**config.mk**
```make
export PLATFORM = sky130hd
export DESIGN_NAME = serv_bufreg2_ctrl
export DESIGN_NICKNAME = d
export VERILOG_FILES = /design/src/rtl/serv_bufreg2_ctrl.sv
export SDC_FILE = /design/constraint.sdc
export NUM_CORES = 1
export LEC_CHECK = 0
export ABC_AREA = 1
export BUFFER_PORTS_ARGS = -buffer_cell sky130_fd_sc_hd__buf_2
export CAP_MARGIN = 20
export CELL_PAD_IN_SITES_DETAIL_PLACEMENT = 2
export CELL_PAD_IN_SITES_GLOBAL_PLACEMENT = 2
export CORE_UTILIZATION = 24
export CTS_BUF_LIST = sky130_fd_sc_hd__clkbuf_8
export DETAILED_ROUTE_END_ITERATION = 10
export GPL_ROUTABILITY_DRIVEN = 0
export PLACE_DENSITY_LB_ADDON = 0.1
export SETUP_SLACK_MARGIN = 0.15
export SYNTH_ARGS = -nofsm -noshare
export SYNTH_HDL_FRONTEND = slang
export SYNTH_SLANG_ARGS = --single-unit
```
**constraint.sdc**
```tcl
create_clock -name i_clk -period 1.44 [get_ports i_clk]
set_input_delay 0.432 -clock i_clk [delete_from_list [all_inputs] [get_ports i_clk]]
set_output_delay 0.432 -clock i_clk [all_outputs]
set_load 0.005 [all_outputs]
```
**src/rtl/serv_bufreg2_ctrl.sv**
```systemverilog
// Sequencer for the SERV bufreg2: steps it through init, bus-wait, shift-wait and
// execute phases, and runs the Wishbone data-port handshake for loads and stores.
module serv_bufreg2_ctrl #(
  parameter int BITS_PER_CYCLE = 1
) (
  input  logic       i_clk,
  input  logic       i_rst,
  input  logic       i_start,
  input  logic [1:0] i_op,
  input  logic       i_right_shift,
  input  logic [1:0] i_size,
  input  logic [1:0] i_addr_lsb,
  input  logic       i_sh_done,
  input  logic       i_wb_ack,
  output logic       o_en,
  output logic       o_init,
  output logic       o_cnt_done,
  output logic [1:0] o_lsb,
  output logic       o_byte_valid,
  output logic       o_shift_op,
  output logic       o_right_shift_op,
  output logic       o_load,
  output logic       o_wb_cyc,
  output logic       o_wb_we,
  output logic [3:0] o_wb_sel,
  output logic       o_busy,
  output logic       o_done,
  output logic       o_misalign
);

  typedef enum logic [2:0] {
    S_IDLE,
    S_INIT,
    S_WAIT_ACK,
    S_SHIFT,
    S_EXEC
  } state_t;

  localparam logic [1:0] OP_LOAD  = 2'd0;
  localparam logic [1:0] OP_STORE = 2'd1;
  localparam logic [1:0] OP_SHIFT = 2'd2;
  localparam logic [1:0] OP_RSVD  = 2'd3;

  // With 32 bits per cycle the step wraps to zero and every cycle is the last one.
  localparam logic [4:0] CNT_STEP = 5'(BITS_PER_CYCLE);
  localparam logic [4:0] CNT_LAST = 5'(32 - BITS_PER_CYCLE);

  state_t     state_q, state_d;
  logic [4:0] cnt_q, cnt_d;
  logic [1:0] op_q, op_d;
  logic [1:0] size_q, size_d;
  logic [1:0] lsb_q, lsb_d;
  logic       rshift_q, rshift_d;
  logic       done_q, done_d;
  logic       misalign_q, misalign_d;

  logic counting;
  logic cnt_done;
  logic is_load;
  logic is_store;
  logic is_shift;
  logic start_misaligned;
  logic store_byte_valid;

  assign counting = (state_q == S_INIT) || (state_q == S_EXEC);
  assign cnt_done = counting && (cnt_q == CNT_LAST);
  assign is_load  = (op_q == OP_LOAD);
  assign is_store = (op_q == OP_STORE);
  assign is_shift = (op_q == OP_SHIFT);

  assign start_misaligned = ((i_op == OP_LOAD) || (i_op == OP_STORE)) &&
                            (((i_size == 2'd1) && (i_addr_lsb == 2'd3)) ||
                             ((i_size == 2'd2) && (i_addr_lsb != 2'd0)));

  // Store lanes fill in 8-bit groups; 2^size groups are valid, a word covers all four.
  assign store_byte_valid = ({2'b00, cnt_q[4:3]} < (4'd1 << size_q));

  always_comb begin
    state_d      = state_q;
    op_d         = op_q;
    size_d       = size_q;
    lsb_d        = lsb_q;
    rshift_d     = rshift_q;
    done_d       = 1'b0;
    misalign_d   = 1'b0;
    o_en         = 1'b0;
    o_init       = 1'b0;
    o_byte_valid = 1'b0;
    o_shift_op   = 1'b0;
    o_load       = 1'b0;
    o_wb_cyc     = 1'b0;
    o_wb_we      = 1'b0;
    o_wb_sel     = 4'b0000;

    unique case (state_q)
      S_IDLE: begin
        if (i_start) begin
          op_d     = i_op;
          size_d   = i_size;
          lsb_d    = i_addr_lsb;
          rshift_d = i_right_shift;
          if (start_misaligned) begin
            done_d     = 1'b1;
            misalign_d = 1'b1;
          end else if (i_op == OP_RSVD) begin
            done_d = 1'b1;
          end else begin
            state_d = S_INIT;
          end
        end
      end
      S_INIT: begin
        o_init       = 1'b1;
        o_en         = 1'b1;
        o_byte_valid = is_store && store_byte_valid;
        o_shift_op   = is_shift;
        if (cnt_done) begin
          state_d = is_shift ? S_SHIFT : S_WAIT_ACK;
        end
      end
      S_WAIT_ACK: begin
        o_wb_cyc = 1'b1;
        o_wb_we  = is_store;
        case (size_q)
          2'd0:    o_wb_sel = 4'b0001 << lsb_q;
          2'd1:    o_wb_sel = 4'b0011 << lsb_q;
          default: o_wb_sel = 4'b1111;
        endcase
        if (i_wb_ack) begin
          if (is_store) begin
            state_d = S_IDLE;
            done_d  = 1'b1;
          end else begin
            o_load  = 1'b1;
            state_d = S_EXEC;
          end
        end
      end
      S_SHIFT: begin
        o_shift_op = 1'b1;
        if (i_sh_done) begin
          state_d = S_EXEC;
        end
      end
      S_EXEC: begin
        o_en         = 1'b1;
        o_byte_valid = is_load;
        o_shift_op   = is_shift;
        if (cnt_done) begin
          state_d = S_IDLE;
          done_d  = 1'b1;
        end
      end
      default: state_d = S_IDLE;
    endcase
  end

  // The counter restarts from zero whenever a counting phase is entered.
  always_comb begin
    cnt_d = 5'd0;
    if (counting && (state_d == state_q)) begin
      cnt_d = cnt_q + CNT_STEP;
    end
  end

  always_ff @(posedge i_clk) begin
    if (i_rst) begin
      state_q    <= S_IDLE;
      cnt_q      <= 5'd0;
      op_q       <= 2'd0;
      size_q     <= 2'd0;
      lsb_q      <= 2'd0;
      rshift_q   <= 1'b0;
      done_q     <= 1'b0;
      misalign_q <= 1'b0;
    end else begin
      state_q    <= state_d;
      cnt_q      <= cnt_d;
      op_q       <= op_d;
      size_q     <= size_d;
      lsb_q      <= lsb_d;
      rshift_q   <= rshift_d;
      done_q     <= done_d;
      misalign_q <= misalign_d;
    end
  end

  assign o_cnt_done       = cnt_done;
  assign o_lsb            = lsb_q;
  assign o_right_shift_op = rshift_q;
  assign o_busy           = (state_q != S_IDLE);
  assign o_done           = done_q;
  assign o_misalign       = misalign_q;

endmodule

```
==> impl_results.md <==
- RSZ-0062 raised after global routing: true
- Buf+Inv Stages, Crit Path: 2
- Post-synth cell types: 26
- Core area: 3690 um^2
- Crit. End Element: primary output
- Commonest non-fill, non-tap cell in the layout: buf_2
- Clk buf depth: 2
- WL met2: 2.20 mm
- Die Height: 64.1 um
- Top Ports: 30
- Total number of vias: 1130
- Count of non-filler cells in the finished layout: 243
- Clk sink count: 17
- CTS tree: yes
- Number of vias per cell: 4.65
- Dpl hpwl: 2.39 mm
- Number of CTS-inserted buffers: 3
- Crit-path leading delay family: flip-flops
- Fin crit share: 129%
- Top layer in use: met4
- Largest family of logic cells by synthesized area: simple AND/OR/NAND/NOR gates
- Port bufs: 29
- Setup TNS: -3.52 ns
- GRT Util Overall: 20.3%
- Synthesized area: 926 um^2
- Mux cell area share after synthesis: 0%
- Slowest CP cell: dfxtp_2
- Most frequent cells in the layout: 27 x buf_2, 24 x buf_4, 18 x inv_1
- Path type of the worst min-delay path: in -> reg
- Initial antenna violation count: 0
- Nets: 211
- Simple-gate share of the synthesized area: 29.1%
- Setup WS post-layout: -0.418 ns
- Adder-cell share of the synthesized area: 4.05%
- Status: complete, but fails checks
- Crit path cell chain: inv_2 > nand2_4 > ha_4 > o21ai_2 > a21oi_2 > o31ai_1 > buf_2
- Syn_area_per_cell: 6.96 um^2
- YS warnings: 0
- Clock transition at path regs: 0.07 ns
- Final setup viols: 20
- Failing checks: negative setup slack
- Fraction of layout cells with a size suffix above 1: 60.5%
- Worst ir drop on vdd: 0.000491 V
- Worst Tran Pin Value: 0.352 ns
- Overall die width: 64.1 um
- Post-synthesis sequential area ratio: 36.8%
- N_diodes: 0
- Final-report hold violation count: 0
- Initial DRC Count: 26
- CP peak stage delay: 0.33 ns
- Initial Utilization: 25.1%
- CP arrival: 1.43 ns
- Hold_buf cts: 0
- Crit Path Class: reg -> out
- Met3 routed WL: 78 um
- Worst-Skew Late Latency: 0.27 ns
- H-tree level count: 1
- Wl on met1: 1.61 mm
- Max Cap Viol: 0
- Fmax: 0.538 GHz
- Final ANT Viol Nets: 0
- Post-synthesis compound-gate area fraction: 15.9%
- Routed WL: 3.96 mm
- Register bit total from synthesis: 17
- P&R area growth vs syn: 78.8%
- Fin crit period: 1.86 ns
- WP data required: 1.01 ns
- Congestion Overflow GR: 0
- Root buffer cell: clkbuf_8
- Synth Instances: 133
- Max Slew Vio Count: 0
- Site Rows: 22
- Vias in the first global route: 1296
- Synth Area in XOR/XNOR: 1.89%
- Max-slew headroom: 76.3%
- Remaining DRCs: 0
- Maximum fanout along the worst path: 2
- DR pass1 iterations: 4
- Largest net degree at the start of global routing: 11
- Syn nets: 148
- Pwr dens: 719 nW/um^2
- Leakage: 0.000783 uW
- Die area: 4110 um^2
- Clock skew: 0.0117 ns
- Crit start category: register
- Placed cells: 220
- First-pass GRT wire length: 6.21 mm
- Wire per inst: 16.3 um
[flip-flops by register name (all words and copies together) (netlist names)]
signal and flops:
o_lsb 2, state_q 3, size_q 2, o_misalign 1
cnt_q 5, o_right_shift_op 1, o_done 1, op_q 2
[stage by stage]
step	util (%)	cell area (um^2)	hold WS [ns]	setup WS [ns]	total power [uW]
3_5_place_dp	33.2	1230	0.466	-0.225	706
5_1_grt	44.9	1660	0.459	-0.467	1250
6_report	44.9	1660	0.427	-0.418	1190
4_1_cts	41.2	1520	0.425	-0.418	1140
3_3_place_gp	33.2	1230	0.450	-0.167	696
2_1_floorplan	-	947	0.420	-0.0392	619
[logic make-up after synthesis]
kind of cell    count (synthesis)
compound gates                 28
buf+inv                        27
xor+xnor                        2
flops                          17
fa+ha+maj                       3
simple gates                   56
[synthesized netlist by cell type (all sizes together)]
| library cell | n | share of area, % |
|---|---|---|
| xor2 | 1 | 0.95 |
| a21oi | 13 | 7.0 |
| nand2 | 24 | 10 |
| and3 | 1 | 0.68 |
| dfxtp | 17 | 37 |
| or2 | 1 | 0.68 |
| nand3 | 8 | 5.4 |
| buf | 3 | 2.6 |
| nand4 | 4 | 2.7 |
| o31ai | 1 | 0.81 |
| a211oi | 1 | 0.81 |
| inv | 24 | 9.7 |
| o21ai | 12 | 6.5 |
| a22oi | 1 | 0.81 |
| xnor2 | 1 | 0.95 |
| nand3b | 1 | 0.81 |
| nor2 | 17 | 8.5 |
| ha | 3 | 4.1 |
[worst min-delay path: stages]
cell and delay (ns):
buf_2 0.09, nand2_1 0.07, a21oi_2 0.05
[report_power, final]
group          internal [uW]  switching [uW]  total, uW
Combinational            140             159        298
Sequential               490            22.6        513
Clock                    193             187        380
Total                    823             368       1190
[repair_timing]
item	in CTS	in global routing
resized for setup	43	31
setup buffers	15	3
endpoints found under the setup margin	27	29
pin swaps	12	7
gates cloned	1	0
[final timing paths]
kind / from / end / slack (ns) / cells after the start
worst max-delay path: size_q[1]$_SDFFE_PP0P_ / o_byte_valid / -0.42 / 7
worst min-delay path: i_right_shift / o_right_shift_op$_SDFFE_PP0P_ / 0.43 / 3
worst max register to register: cnt_q[1]$_SDFF_PP0_ / o_done$_SDFF_PP0_ / -0.14 / 8
worst min register to register: o_right_shift_op$_SDFFE_PP0P_ / o_right_shift_op$_SDFFE_PP0P_ / 0.48 / 2
[cell type report]
| class | instances | area [um^2] |
|---|---|---|
| Clock buffer | 3 | 41.3 |
| Clock inverter | 1 | 5.00 |
| Fill cell | 425 | 2030 |
| Inverter | 24 | 103 |
| Multi-Input combinational cell | 89 | 662 |
| Sequential cell | 17 | 357 |
| Tap cell | 48 | 60.1 |
| Timing Repair Buffer | 61 | 428 |
[routing by layer]
metal	track usage [%]	up-vias
li1	-	552
met1	21.1	551
met2	40.4	20
met3	3.39	7
met4	6.67	0
met5	0	-
Note: power is estimated with default switching activity, not from simulation.
